===== config.mk =====
export PLATFORM = sky130hd
export DESIGN_NAME = matrix_multiply_seq
export DESIGN_NICKNAME = d
export VERILOG_FILES = /design/src/rtl/matrix_multiply_seq.sv
export SDC_FILE = /design/constraint.sdc
export NUM_CORES = 1
export LEC_CHECK = 0
export ABC_AREA = 1
export CORE_UTILIZATION = 55
export DETAILED_ROUTE_END_ITERATION = 12
export PLACE_DENSITY_LB_ADDON = 0.05
export SLEW_MARGIN = 40
export SYNTH_ARGS = -nofsm -noshare
export SYNTH_HDL_FRONTEND = slang
export SYNTH_SLANG_ARGS = --single-unit

===== constraint.sdc =====
create_clock -name clk -period 6.7 [get_ports clk]
set_clock_uncertainty 0.2 [all_clocks]
set_input_delay 1.34 -clock clk [delete_from_list [all_inputs] [get_ports clk]]
set_output_delay 1.34 -clock clk [all_outputs]
set_load 0.05 [all_outputs]

===== src/rtl/matrix_multiply_seq.sv =====
// Sequential N x N unsigned matrix multiplier, C = A x B, built around one MAC unit.
//
// Operands are written one element at a time into the A/B register files. A start
// pulse then runs N^3 multiply-accumulate cycles: k advances fastest, then j, then i.
// After the last MAC the FSM sits in DONE, and C can be read by row/column index.
//
// Ports:
//   clk       rising-edge clock
//   reset     synchronous, active-high reset; clears A, B, C and aborts a computation
//   load_en   element write strobe (accepted in IDLE/DONE only)
//   load_sel  target matrix: 0 = A, 1 = B
//   load_row  row index of the element being written
//   load_col  column index of the element being written
//   input_val element value
//   start     begin computation (sampled in IDLE/DONE only)
//   busy      high while computing
//   done      high while C is valid
//   rd_row    read row index into C
//   rd_col    read column index into C
//   result    C[rd_row][rd_col] when done, else 0
module matrix_multiply_seq #(
  parameter int unsigned N    = 2,
  parameter int unsigned DW   = 8,
  parameter int unsigned IW   = 2,
  parameter int unsigned ACCW = 2 * DW + 2
) (
  input  logic            clk,
  input  logic            reset,
  input  logic            load_en,
  input  logic            load_sel,
  input  logic [IW-1:0]   load_row,
  input  logic [IW-1:0]   load_col,
  input  logic [DW-1:0]   input_val,
  input  logic            start,
  output logic            busy,
  output logic            done,
  input  logic [IW-1:0]   rd_row,
  input  logic [IW-1:0]   rd_col,
  output logic [ACCW-1:0] result
);

  // Internal index width sized to the array so indexing never over-selects.
  localparam int unsigned AW = (N > 1) ? $clog2(N) : 1;
  localparam logic [AW-1:0] LastIdx = AW'(N - 1);

  typedef enum logic [1:0] {StIdle, StCompute, StDone} state_e;

  state_e          state_q;
  logic            busy_q;
  logic            done_q;
  logic [AW-1:0]   i_q, j_q, k_q;
  logic [ACCW-1:0] acc_q;

  logic [DW-1:0]   a_q [N][N];
  logic [DW-1:0]   b_q [N][N];
  logic [ACCW-1:0] c_q [N][N];

  logic            load_ok;
  logic            rd_ok;
  logic [AW-1:0]   ld_r, ld_c, rd_r, rd_c;
  logic [2*DW-1:0] prod;
  logic [ACCW-1:0] acc_d;

  // Extra leading zero keeps the compare correct when N == 2**IW.
  assign load_ok = ({1'b0, load_row} < (IW + 1)'(N)) && ({1'b0, load_col} < (IW + 1)'(N));
  assign rd_ok   = ({1'b0, rd_row} < (IW + 1)'(N)) && ({1'b0, rd_col} < (IW + 1)'(N));
  assign ld_r    = load_row[AW-1:0];
  assign ld_c    = load_col[AW-1:0];
  assign rd_r    = rd_row[AW-1:0];
  assign rd_c    = rd_col[AW-1:0];

  // Single MAC datapath; k == 0 starts a fresh dot product.
  assign prod  = {{DW{1'b0}}, a_q[i_q][k_q]} * {{DW{1'b0}}, b_q[k_q][j_q]};
  assign acc_d = ((k_q == '0) ? '0 : acc_q) + {{(ACCW - 2 * DW){1'b0}}, prod};

  always_ff @(posedge clk) begin
    if (reset) begin
      state_q <= StIdle;
      busy_q  <= 1'b0;
      done_q  <= 1'b0;
      i_q     <= '0;
      j_q     <= '0;
      k_q     <= '0;
      acc_q   <= '0;
      for (int r = 0; r < N; r++) begin
        for (int c = 0; c < N; c++) begin
          a_q[r][c] <= '0;
          b_q[r][c] <= '0;
          c_q[r][c] <= '0;
        end
      end
    end else begin
      // A/B are frozen while computing.
      if (load_en && load_ok && (state_q != StCompute)) begin
        if (load_sel) b_q[ld_r][ld_c] <= input_val;
        else          a_q[ld_r][ld_c] <= input_val;
      end

      case (state_q)
        StIdle: begin
          if (start) begin
            state_q <= StCompute;
            busy_q  <= 1'b1;
            i_q     <= '0;
            j_q     <= '0;
            k_q     <= '0;
          end
        end

        StCompute: begin
          acc_q <= acc_d;
          if (k_q == LastIdx) begin
            c_q[i_q][j_q] <= acc_d;
            k_q           <= '0;
            if (j_q == LastIdx) begin
              j_q <= '0;
              if (i_q == LastIdx) begin
                i_q     <= '0;
                state_q <= StDone;
                busy_q  <= 1'b0;
                done_q  <= 1'b1;
              end else begin
                i_q <= i_q + 1'b1;
              end
            end else begin
              j_q <= j_q + 1'b1;
            end
          end else begin
            k_q <= k_q + 1'b1;
          end
        end

        StDone: begin
          if (start) begin
            state_q <= StCompute;
            busy_q  <= 1'b1;
            done_q  <= 1'b0;
            i_q     <= '0;
            j_q     <= '0;
            k_q     <= '0;
          end else if (load_en) begin
            // Any load attempt, even out of range, invalidates the result.
            state_q <= StIdle;
            done_q  <= 1'b0;
          end
        end

        default: begin
          state_q <= StIdle;
          busy_q  <= 1'b0;
          done_q  <= 1'b0;
        end
      endcase
    end
  end

  assign busy = busy_q;
  assign done = done_q;

  always_comb begin
    result = '0;
    if (done_q && rd_ok) result = c_q[rd_r][rd_c];
  end

endmodule

Word level (Yosys, flattened, before mapping)
Memories as Yosys holds them, arrays and structs flattened. A register that Yosys moved wholly into a read port is not among the register bits.
Index checks and enable logic that the tools add are counted.
Storage, ports and cells
  RAM bits: 136
  memories kept: 3
  output and inout bits: 20
  input port bits: 21
  flip-flop bits (word level): 25
Operators by class
  multiply operators: 1
  multiplexer cells: 70
  $lt $le $gt $ge: 10
  equality and inequality tests: 9
  $add $sub $neg: 4
  bitwise operators: 5
  reduce and logical (&&, ||, !) cells: 19
Memories
  c_q: words 2, width 36, read ports 1, clocked after memory_dff 0, write ports 2, line 56  | logic [ACCW-1:0] c_q [N][N];
  a_q: words 2, width 16, read ports 1, clocked after memory_dff 1, write ports 2, line 54  | logic [DW-1:0] a_q [N][N];
  b_q: words 2, width 16, read ports 1, clocked after memory_dff 1, write ports 2, line 55  | logic [DW-1:0] b_q [N][N];
Operator list (count)
  18-bit 2-to-1 mux: 6
  36-bit 2-to-1 mux: 3
  16-bit 2-to-1 mux: 6
  8-bit 2-to-1 mux: 7
  36-bit OR reduction: 1
  1-bit 2-to-1 mux: 34
  16-bit OR reduction: 2
  18-bit by 16-bit adder with 18-bit output: 1
  18-bit demux with 1-bit select: 1
  8-bit by 8-bit multiplier with 16-bit output: 1
  2-bit 2-to-1 mux: 6
  5-bit AND reduction: 2
  8-bit demux with 1-bit select: 1
  2-bit greater-or-equal comparator (second input constant): 4
  2-bit less-than comparator (second input constant): 4
  2-bit != test (second input constant): 4
  1-bit NOT with 2-bit output: 4
  1-bit case mux with 2 select lines: 4
  4-bit AND reduction: 2
  1-bit logical AND: 7
  2-bit case mux with 3 select lines: 1
  2-bit by 1-bit less-than comparator with 1-bit output (second input constant): 2
  2-bit by 1-bit != test with 1-bit output (second input constant): 2
  1-bit adder (second input constant): 3
  10 further kinds: 10

Depth between registers and ports, before layout
Gate-level depths: netlist of the first run.
  depth after elaboration: 9
  gate-level depth with buffers: 26

Least setup slack after synthesis of the first run
OpenSTA, ideal clock, no wires.
  path type: register to register
  start: register with a tool-made name
  end: memory c_q[0][17] (netlist bit) (data pin)
  slack: 1.814 ns
  setup time: 0.258 ns
  cell stages (with the launch flop): 23
  buffers on the path: 2
  arrival time: 4.428 ns
  cell sequence: dfxtp_1 -> buf_2 -> inv_2 -> buf_4 -> nand2_1 -> a32oi_1 -> nand2_1 -> fa_1 -> inv_1 -> fa_1 -> inv_1 -> fa_1 -> fa_1 -> inv_1 -> ha_1 -> or2_2 -> nand3_1 -> nand2_1 -> nand2_1 -> nand2_1 -> nand2_1 -> and2_1 -> nor2_1
RTL lines (line)
  end: declaration: 56

==> summary.md, run 1 <==
| Metric | Value |
|---|---|
| Cell count after synthesis | 1125 |
| Post-CTS sizing | 0 |
| Drc violations | 0 |
| Starting Density | 56.7% |
| Post-CTS Hold Buffers | 0 |
| Fraction of registers with async set/reset | 0% |
| Commonest cells after routing, fill and taps aside | nor2_1, nand2_1, inv_1 |
| Hold Worst Slack | about 0.31 ns |
| Syn-to-layout area delta | 12.0% |
| Worst min-delay path class | reg2reg |
| Status | complete, no violations |
| Clk root buf | clkbuf_16 |
| CP max-delay cell | fa_1 |
| Clock-pin slew on the worst setup and hold paths | 0.06 ns |
| Mapped Nets | 1236 |
| Top-level I/O count | 41 |
| Synth Cell Area | a little under 10000 sq um |
| Sequential fraction of the synthesis area | between 40% and 50% |
| Crit-path max cell delay | 0.56 ns |
| Fin area | 11100 sq um |
| H-tree levels | 4 |
| Number of global-route vias before repair | 7102 |
| Die Y | 136 um |
| Critical path fanouts, max | 17 |
| Clk buf depth | 2 |
| Total number of vias | around 7400 |
| Cell variety after synth | 40 |
| Routed WL per cell | 16.5 um |
| Pin count of the biggest net entering global routing | 40 |
| Static leakage | roughly 0.005 uW |
| CTS Buf Count | 17 |
| Share of post-route cells with drive strength above 1 | under 10% |
| FP Rows | 48 |
| Most common cell after layout, fill and taps aside | nor2_1 |
| First-pass GRT wire length | 36.8 mm |
| Cells along the critical path | inv_1, nand2_1, a32oi_2, nand2_1, fa_1, inv_1, fa_1, inv_1, fa_1, fa_1, inv_1, ha_1, or2_2, nand3_1, nand2_1, xnor2_1, nor2_1 |
| Clock sink count | 163 |
| EDFF count, synth | between 100 and 150 |
| Final wirelength | roughly 23 mm |
| Input/output buffers | 40 |
| Final Hold Viols | 0 |
| Yosys warns | 0 |
| Nets | about 1300 |
| PwrDens | 300 nW/um^2 |
| Fraction of the cycle the final worst path needs | 85.5% |
| Max Cap Viol | 0 |
| Worst vdd ir | between 0.2 and 0.25 mV |
| Routed Antenna Nets | 0 |
| Final Wtd Congestion | between 0.9 and 1 |
| Antenna cells | 0 |
| Synth top area share | 41.3% |
| Register bit count reported by yosys | 163 |
| Endpoints failing setup | 0 |
| Area of the die | 18500 sq um |
| Grt ovf | 0 |
| Crit path kind | reg2reg |
| Postcts setup bufs | 0 |
| Worst Path Arrival | approximately 5.7 ns |
| DP Area | approximately 11000 sq um |
| F_max | 174 MHz |
| Setup_tns | 0 ns |
| Period minus WS final | 5.73 ns |
| RSZ-0062 raised after global routing | false |
| Min-Delay Startpoint | acc_q[6]$_SDFFE_PP0P_ |
| Worst-Skew Late Latency | 0.43 ns |
| Top cells by area, synth | edfxtp_1, nor2_1, fa_1 |
| Fin util | 63.5% |
| Syn avg cell area | 8.78 sq um |
| Slew Limit Fails | 0 |
| Biggest area consumer among synthesized cells | edfxtp_1 |
| Core area | 17400 sq um |
| Worst Path Required | 6.67 ns |
| Die width | around 140 um |
| Overall Global Routing Usage | 26.9% |
| Crit end category | flop |
| Tightest Pin Transition | 0.804 ns |
| Vias per inst | 5.27 |
| Initial antenna violation count | 0 |
| Rel. slew slack | between 40% and 50% |
| First drt pass iteration count | 5 |
| Crit path launch type | flop |
| CTS tree | built |
| Initial DRC Count | 455 |
| Detailed placement HPWL | 16.7 mm |
| Most used flip-flop cell after synthesis | edfxtp_1 |
## worst max-delay path, delay by kind of cell (launching register included)
| kind | cells | cell delay [ns] |
|---|---|---|
| AND/OR/NAND/NOR | 6 | 0.88 |
| adder cells (fa/ha/maj) | 5 | 2.42 |
| buffers and inverters | 4 | 0.57 |
| AO/OA/AOI/OAI | 1 | 0.47 |
| flip-flops | 1 | 0.48 |
| XOR/XNOR | 1 | 0.44 |
## final timing paths
| check | depth (start not counted) | to | slack [ns] |
|---|---|---|---|
| hold / removal | 2 | acc_q[6]$_SDFFE_PP0P_ | 0.31 |
| setup reg to reg | 17 | c_q[0][27]$_SDFFCE_PN0P_ | 0.97 |
| setup / recovery | 17 | c_q[0][27]$_SDFFCE_PN0P_ | 0.97 |
| hold reg to reg | 2 | acc_q[6]$_SDFFE_PP0P_ | 0.31 |
## power by group
part | switching [uW] | internal (uW)
Sequential | 27.0 | 1150
Clock | 427 | 520
Combinational | 812 | 384
Total | 1270 | 2060
## metrics by stage
stage	power (uW)	worst slack [ns]	cells
3_3_place_gp	2370	1.02	1370
2_1_floorplan	2030	1.81	1125
6_report	3320	0.969	1402
4_1_cts	3330	0.959	1402
5_1_grt	3530	0.623	1402
3_5_place_dp	2390	0.975	1370
## routing by layer
layer | global-route usage (%) | up-vias | wire length, um
met5 | 0 | - | 0
met1 | 34.5 | 3512 | 9920
met4 | 10.7 | 0 | 648
li1 | - | 3635 | -
met3 | 3.43 | 37 | 1030
met2 | 46.1 | 200 | 11600
## cells by family (layout without fill, tap and decap cells)
| logic type | Yosys count | in the layout | synth area share [%] |
|---|---|---|---|
| simple gates | 525 | 525 | 21.2 |
| buf+inv | 219 | 271 | 8.79 |
| compound gates | 120 | 120 | 7.31 |
| xor+xnor | 8 | 8 | 0.709 |
| flops | 163 | 163 | 46.8 |
| fa+ha+maj | 90 | 90 | 15.2 |
## state kept, by name, summed over array words and instances, names as in the netlist, named ones only
register  count
a_q          32
acc_q        18
b_q          32
busy          1
c_q          72
done          1
i_q           1
j_q           1
k_q           1
state_q       2
## area by class of cell
class	count	area (sq um)
well taps	225	282
inverters	185	697
flip-flops and latches	163	4620
fillers	1489	6350
repair buffers	54	505
clock buffers	20	437
clock inverters	12	123
multi-input cells	743	4400
## cell usage after synthesis, drive strengths merged, types with 16 or more instances
cell type,count
nor2,287
nand2,201
inv,184
edfxtp,136
a21oi,53
fa,50
o21ai,42
ha,40
dfxtp,27
buf,23
nand3,22
a32oi,16
Power figures use the tool's default switching activity.
==> run 2: changes to the inputs <==
--- a/config.mk
+++ b/config.mk
@@ -5,7 +5,6 @@
 export SDC_FILE = /design/constraint.sdc
 export NUM_CORES = 1
 export LEC_CHECK = 0
-export ABC_AREA = 1
 export CORE_UTILIZATION = 55
 export DETAILED_ROUTE_END_ITERATION = 12
 export PLACE_DENSITY_LB_ADDON = 0.05
@@ -13,3 +12,4 @@
 export SYNTH_ARGS = -nofsm -noshare
 export SYNTH_HDL_FRONTEND = slang
 export SYNTH_SLANG_ARGS = --single-unit
+export TNS_END_PERCENT = 100
==> summary.md, run 2 <==
| Metric | Value |
|---|---|
| Status | complete, no violations |
| Drc violations | 0 |
| Detailed placement HPWL | 16.1 mm |
| H-tree levels | 4 |
| CTS Buf Count | 17 |
| Nets | 968 |
| Worst vdd ir | 0.201 mV |
| Fin util | a little over three fifths |
| Static leakage | 0.00454 uW |
| Period minus WS final | ~5.9 ns |
| Max Cap Viol | 0 |
| Starting Density | 56.2% |
| Largest regs | c_q (72), a_q (32), b_q (32) |
| Core area | 17300 sq um |
| Pin count of the biggest net entering global routing | 34 |
| Clock-pin slew on the worst setup and hold paths | 0.07 ns |
| Final WS setup | 0.756 ns |
| Crit path launch type | flop |
| Vias per inst | between 5 and 6 |
| Fraction of the cycle the final worst path needs | 88.7% |
| FP Rows | 48 |
| Non-filler instance count after layout | 1095 |
| Fraction of registers with async set/reset | 0% |
| Post-CTS sizing | 0 |
| RSZ-0062 raised after global routing | false |
| Grt ovf | 0 |
| Yosys warns | 0 |
| Top cells by count, synth | edfxtp_1, and2_1, inv_1 |
| Endpoints failing setup | 0 |
| Crit end category | flop |
| Area of the die | 18200 sq um |
| Post-CTS Hold Buffers | 0 |
| PwrDens | 278 nW/um^2 |
| Input/output buffers | 40 |
| First drt pass iteration count | 7 |
| Biggest area consumer among synthesized cells | edfxtp_1 |
| CTS tree | built |
| Worst Path Arrival | slightly below 6 ns |
| Syn-to-layout area delta | 12.1% |
| Cell count after synthesis | between 800 and 900 |
| Initial DRC Count | 416 |
| Rel. slew slack | about half |
| Cell variety after synth | 56 |
| Clk buf depth | 2 |
| Crit path kind | reg2reg |
| Routed Antenna Nets | 0 |
| Most used flip-flop cell after synthesis | edfxtp_1 |
| Total number of vias | roughly 6300 |
| Routed WL per cell | 19.9 um |
| Syn avg cell area | 11.8 sq um |
| Final wirelength | 21.8 mm |
| First-pass GRT wire length | ~35 mm |
| Place WS | 0.743 ns |
| Fin area | 10900 sq um |
| Worst-Skew Late Latency | 0.43 ns |
| Tightest Pin Transition | 0.763 ns |
| Mapped Nets | roughly 940 |
| Worst min-delay path class | reg2reg |
| Setup_tns | 0 ns |
| Top-count cell post-synth | edfxtp_1 |
| Top cells by area, synth | edfxtp_1, fa_1, and2_1 |
| Critical path fanouts, max | 8 |
| Antenna cells | 0 |
| Clock sink count | 163 |
| F_max | between 150 and 200 MHz |
| Die width | 135 um |
| Final Hold Viols | 0 |
| DP Area | 10300 sq um |
| Die Y | 135 um |
| Placed insts | 1063 |
| Top reg by flops | c_q |
| Register bit count reported by yosys | about 160 |
| Postcts setup bufs | 0 |
| Initial antenna violation count | 0 |
| Share of post-route cells with drive strength above 1 | 10.1% |
| EDFF count, synth | about 140 |
| Clk root buf | clkbuf_16 |
| Synth Cell Area | between 9000 and 10000 sq um |
| Slew Limit Fails | 0 |
| Synth top area share | 42.0% |
| Top-level I/O count | 41 |
| Most common cell after layout, fill and taps aside | edfxtp_1 |
| Commonest cells after routing, fill and taps aside | edfxtp_1, and2_1, inv_1 |
| Worst Path Required | 6.66 ns |
| Max reg flops | 72 |
| Overall Global Routing Usage | 25.9% |
| Final Wtd Congestion | 0.868 |
| Number of global-route vias before repair | 6494 |
| Sequential fraction of the synthesis area | 47.6% |
run 2: routing by layer:
layer	track usage (%)	wire (um)
met1	35.1	9530
met2	42.1	10600
met3	4.54	1090
met4	9.55	576
met5	0	0
run 2: layout make-up:
type	instances	area, sq um
Multi-Input combinational cell	544	4660
Tap cell	225	282
Clock buffer	17	425
Sequential cell	163	4620
Inverter	85	319
Fill cell	1335	6390
Timing Repair Buffer	46	440
Clock inverter	15	153
run 2: report_power, final:
part           leakage (uW)  internal [uW]  switching [uW]
Sequential          0.00161           1150            33.4
Combinational       0.00265            317             562
Clock              0.000275            523             440
run 2: path summary, 6_finish.rpt:
path / startpoint / endpoint / slack [ns] / cells after the start
setup / recovery: flop / c_q[1][33]$_SDFFCE_PN0P_ / 0.76 / 15
hold / removal: acc_q[2]$_SDFFE_PP0P_ / acc_q[2]$_SDFFE_PP0P_ / 0.26 / 2
setup reg to reg: flop / c_q[1][33]$_SDFFCE_PN0P_ / 0.76 / 15
hold reg to reg: acc_q[2]$_SDFFE_PP0P_ / acc_q[2]$_SDFFE_PP0P_ / 0.26 / 2
run 2: worst max-delay path, cell delays in order (launching register included):
cell      delay (ns)
dfxtp_1         0.63
mux4_2          0.66
and2_1          0.22
fa_1            0.50
fa_1            0.52
fa_1            0.54
inv_1           0.06
fa_1            0.53
inv_1           0.04
ha_1            0.39
and3_1          0.22
a221oi_2        0.36
o21ai_2         0.16
a31oi_1         0.22
xor2_1          0.30
nor2_1          0.10
run 2: kinds of logic after synthesis:
kind of cell	count (synthesis)	synth area share, %
AND/OR/NAND/NOR	331	17.9
flip-flops	163	47.6
buffers and inverters	118	4.65
adder cells (fa/ha/maj)	90	15.4
AO/OA/AOI/OAI	79	5.69
multiplexers	34	7.88
XOR/XNOR	10	0.901
run 2: through the flow:
step / power, uW / hold slack, ns
2_1_floorplan: 1830 / 0.232
3_3_place_gp: 2060 / 0.239
3_5_place_dp: 2090 / 0.250
4_1_cts: 3030 / 0.259
5_1_grt: 3180 / 0.284
6_report: 3030 / 0.261
==> run 3: changes to the inputs <==
--- a/config.mk
+++ b/config.mk
@@ -7,6 +7,7 @@
 export LEC_CHECK = 0
 export CORE_UTILIZATION = 55
 export DETAILED_ROUTE_END_ITERATION = 12
+export GPL_TIMING_DRIVEN = 0
 export PLACE_DENSITY_LB_ADDON = 0.05
 export SLEW_MARGIN = 40
 export SYNTH_ARGS = -nofsm -noshare
==> summary.md, run 3 (synthesized netlist as in run 2, its figures left out) <==
| Metric | Value |
|---|---|
| Final Hold Viols | 0 |
| Fraction of the cycle the final worst path needs | a little over nine tenths |
| H-tree levels | 4 |
| Worst hold stages | 2 |
| Initial DRC Count | 472 |
| Pin count of the biggest net entering global routing | 19 |
| Critical path fanouts, max | 10 |
| Area of the die | 18200 sq um |
| Rel. slew slack | 45.6% |
| Max Cap Viol | 0 |
| CP max-delay cell | fa_1 |
| Fill count | 1354 |
| CP top delay family | adder cells |
| Clk buf depth | 2 |
| Routed Antenna Nets | 0 |
| Cells along the critical path | clkbuf_1, clkbuf_2, mux4_2, and2_1, fa_1, fa_1, fa_1, inv_1, fa_1, inv_1, ha_1, and3_1, a221oi_2, o21ai_2, a31oi_1, xor2_1, nor2_1 |
| CTS Buf Count | 17 |
| Status | complete, no violations |
| Drc violations | 0 |
| Multi-input logic area | 4680 sq um |
| Clock sink count | 163 |
| Overall Global Routing Usage | 26.4% |
| Syn-to-layout area delta | 13.5% |
| Input/output buffers | 38 |
| Commonest cells after routing, fill and taps aside | edfxtp_1, and2_1, inv_1 |
| Share of post-route cells with drive strength above 1 | 11.1% |
| Most common cell after layout, fill and taps aside | edfxtp_1 |
| Seq. cell area | 4620 sq um |
| Detailed placement HPWL | 16.4 mm |
| Crit end category | flop |
| Initial antenna violation count | 0 |
| Endpoints failing setup | 0 |
| Final wirelength | roughly 22 mm |
| Crit path launch type | flop |
| Routed WL per cell | 19.7 um |
| Tightest Pin Transition | 0.810 ns |
| WP buf/inv | 4 |
| CTS tree | built |
| Die Y | 135 um |
| Vias per inst | 5.72 |
| First drt pass iteration count | 5 |
| Grt ovf | 0 |
| Antenna cells | 0 |
| Clock-pin slew on the worst setup and hold paths | 0.08 ns |
| Nets | 993 |
| Largest regs | c_q (72), a_q (32), b_q (32) |
| Worst min-delay path class | reg2reg |
| Final Wtd Congestion | 0.820 |
| Static leakage | 0.00460 uW |
| Reg2Reg Depth | 17 |
| Total number of vias | between 6000 and 7000 |
| Worst-Skew Late Latency | 0.43 ns |
| FP Rows | 48 |
| Starting Density | 56.2% |
| Worst Path Arrival | 6.32 ns |
| Clk root buf | clkbuf_16 |
| Fin util | 63.8% |
| Worst flop-to-flop path startpoint | j_q$_SDFFE_PP0P_ |
| Top reg by flops | c_q |
| Crit. Startpoint | j_q$_SDFFE_PP0P_ |
| Top cell by count, worst path | fa_1 |
| Post-CTS Hold Buffers | 0 |
| Min-Delay Startpoint | acc_q[0]$_SDFFE_PP0P_ |
| Number of global-route vias before repair | roughly 6700 |
| Slew Limit Fails | 0 |
| Hold Path End | acc_q[0]$_SDFFE_PP0P_ |
| Max reg flops | 72 |
| Crit Reg-Reg Endpoint | c_q[0][15]$_SDFFCE_PN0P_ |
| Crit path kind | reg2reg |
| Crit-path max cell delay | around 0.55 ns |
| First-pass GRT wire length | 35.6 mm |
| Setup_tns | 0 ns |
| Reg2Reg Setup Slack | 0.36 ns |
| Period minus WS final | 6.34 ns |
| Worst Path Required | 6.67 ns |
| Top-level I/O count | between 40 and 50 |
| Die width | 135 um |
| RSZ-0062 raised after global routing | false |
| Worst vdd ir | between 0.2 and 0.25 mV |
| F_max | approximately 160 MHz |
| Core area | 17300 sq um |
| PwrDens | between 200 and 300 nW/um^2 |
==> run 3: how the worst max path moves through the flow <==
stage,to,slack [ns],depth (start not counted)
global placement,c_q[0][15]$_SDFFCE_PN0P_,0.28,17
CTS,c_q[0][15]$_SDFFCE_PN0P_,0.21,17
global route,c_q[1][33]$_SDFFCE_PN0P_,0.05,17
detailed placement,c_q[0][15]$_SDFFCE_PN0P_,0.23,17
floorplan,c_q[0][15]$_SDFFCE_PN0P_,1.17,17
finish,c_q[0][15]$_SDFFCE_PN0P_,0.36,17
==> run 3: worst min-delay path: cells and delay by family (launching register included) <==
| kind | cells | cell delay [ns] |
|---|---|---|
| AO/OA/AOI/OAI | 1 | 0.05 |
| flip-flops | 1 | 0.31 |
| AND/OR/NAND/NOR | 1 | 0.05 |
==> run 3: stage by stage <==
step	worst slack (ns)	total power [uW]	hold WS, ns	instance area (sq um)	instances
2_1_floorplan	1.17	1830	0.232	9720	825
4_1_cts	0.206	3080	0.257	11000	1120
6_report	0.356	3070	0.254	11000	1120
3_3_place_gp	0.284	2070	0.243	10400	1088
5_1_grt	0.0531	3220	0.282	11000	1120
3_5_place_dp	0.228	2100	0.248	10400	1088
==> run 3: cell type report <==
cell class	instances	share of cell area, %
buffer	33	1.24
clock buffer	17	3.86
clock inverter	15	1.63
inverter	85	2.89
multi-input combinational	544	42.5
sequential	163	41.9
tap	225	2.55
timing repair buffer	38	3.45
==> run 3: timing repair <==
action / 4_1_cts / 5_1_grt
resized for setup: 0 / 4
endpoints found under the setup margin: 0 / 6
endpoints found under the hold margin: 0 / 0
setup buffers: 0 / 0
==> run 3: power breakdown <==
| part | internal (uW) | switching [uW] |
|---|---|---|
| Sequential | 1150 | 20.9 |
| Clock | 536 | 454 |
| Combinational | 318 | 591 |
==> run 3: per-layer routing <==
layer	share of wire, %	vias up	track usage [%]
li1	-	2981	-
met1	45	3242	36.4
met2	49	160	43.7
met3	4.1	24	4.20
met4	1.5	0	7.12
met5	0	-	0
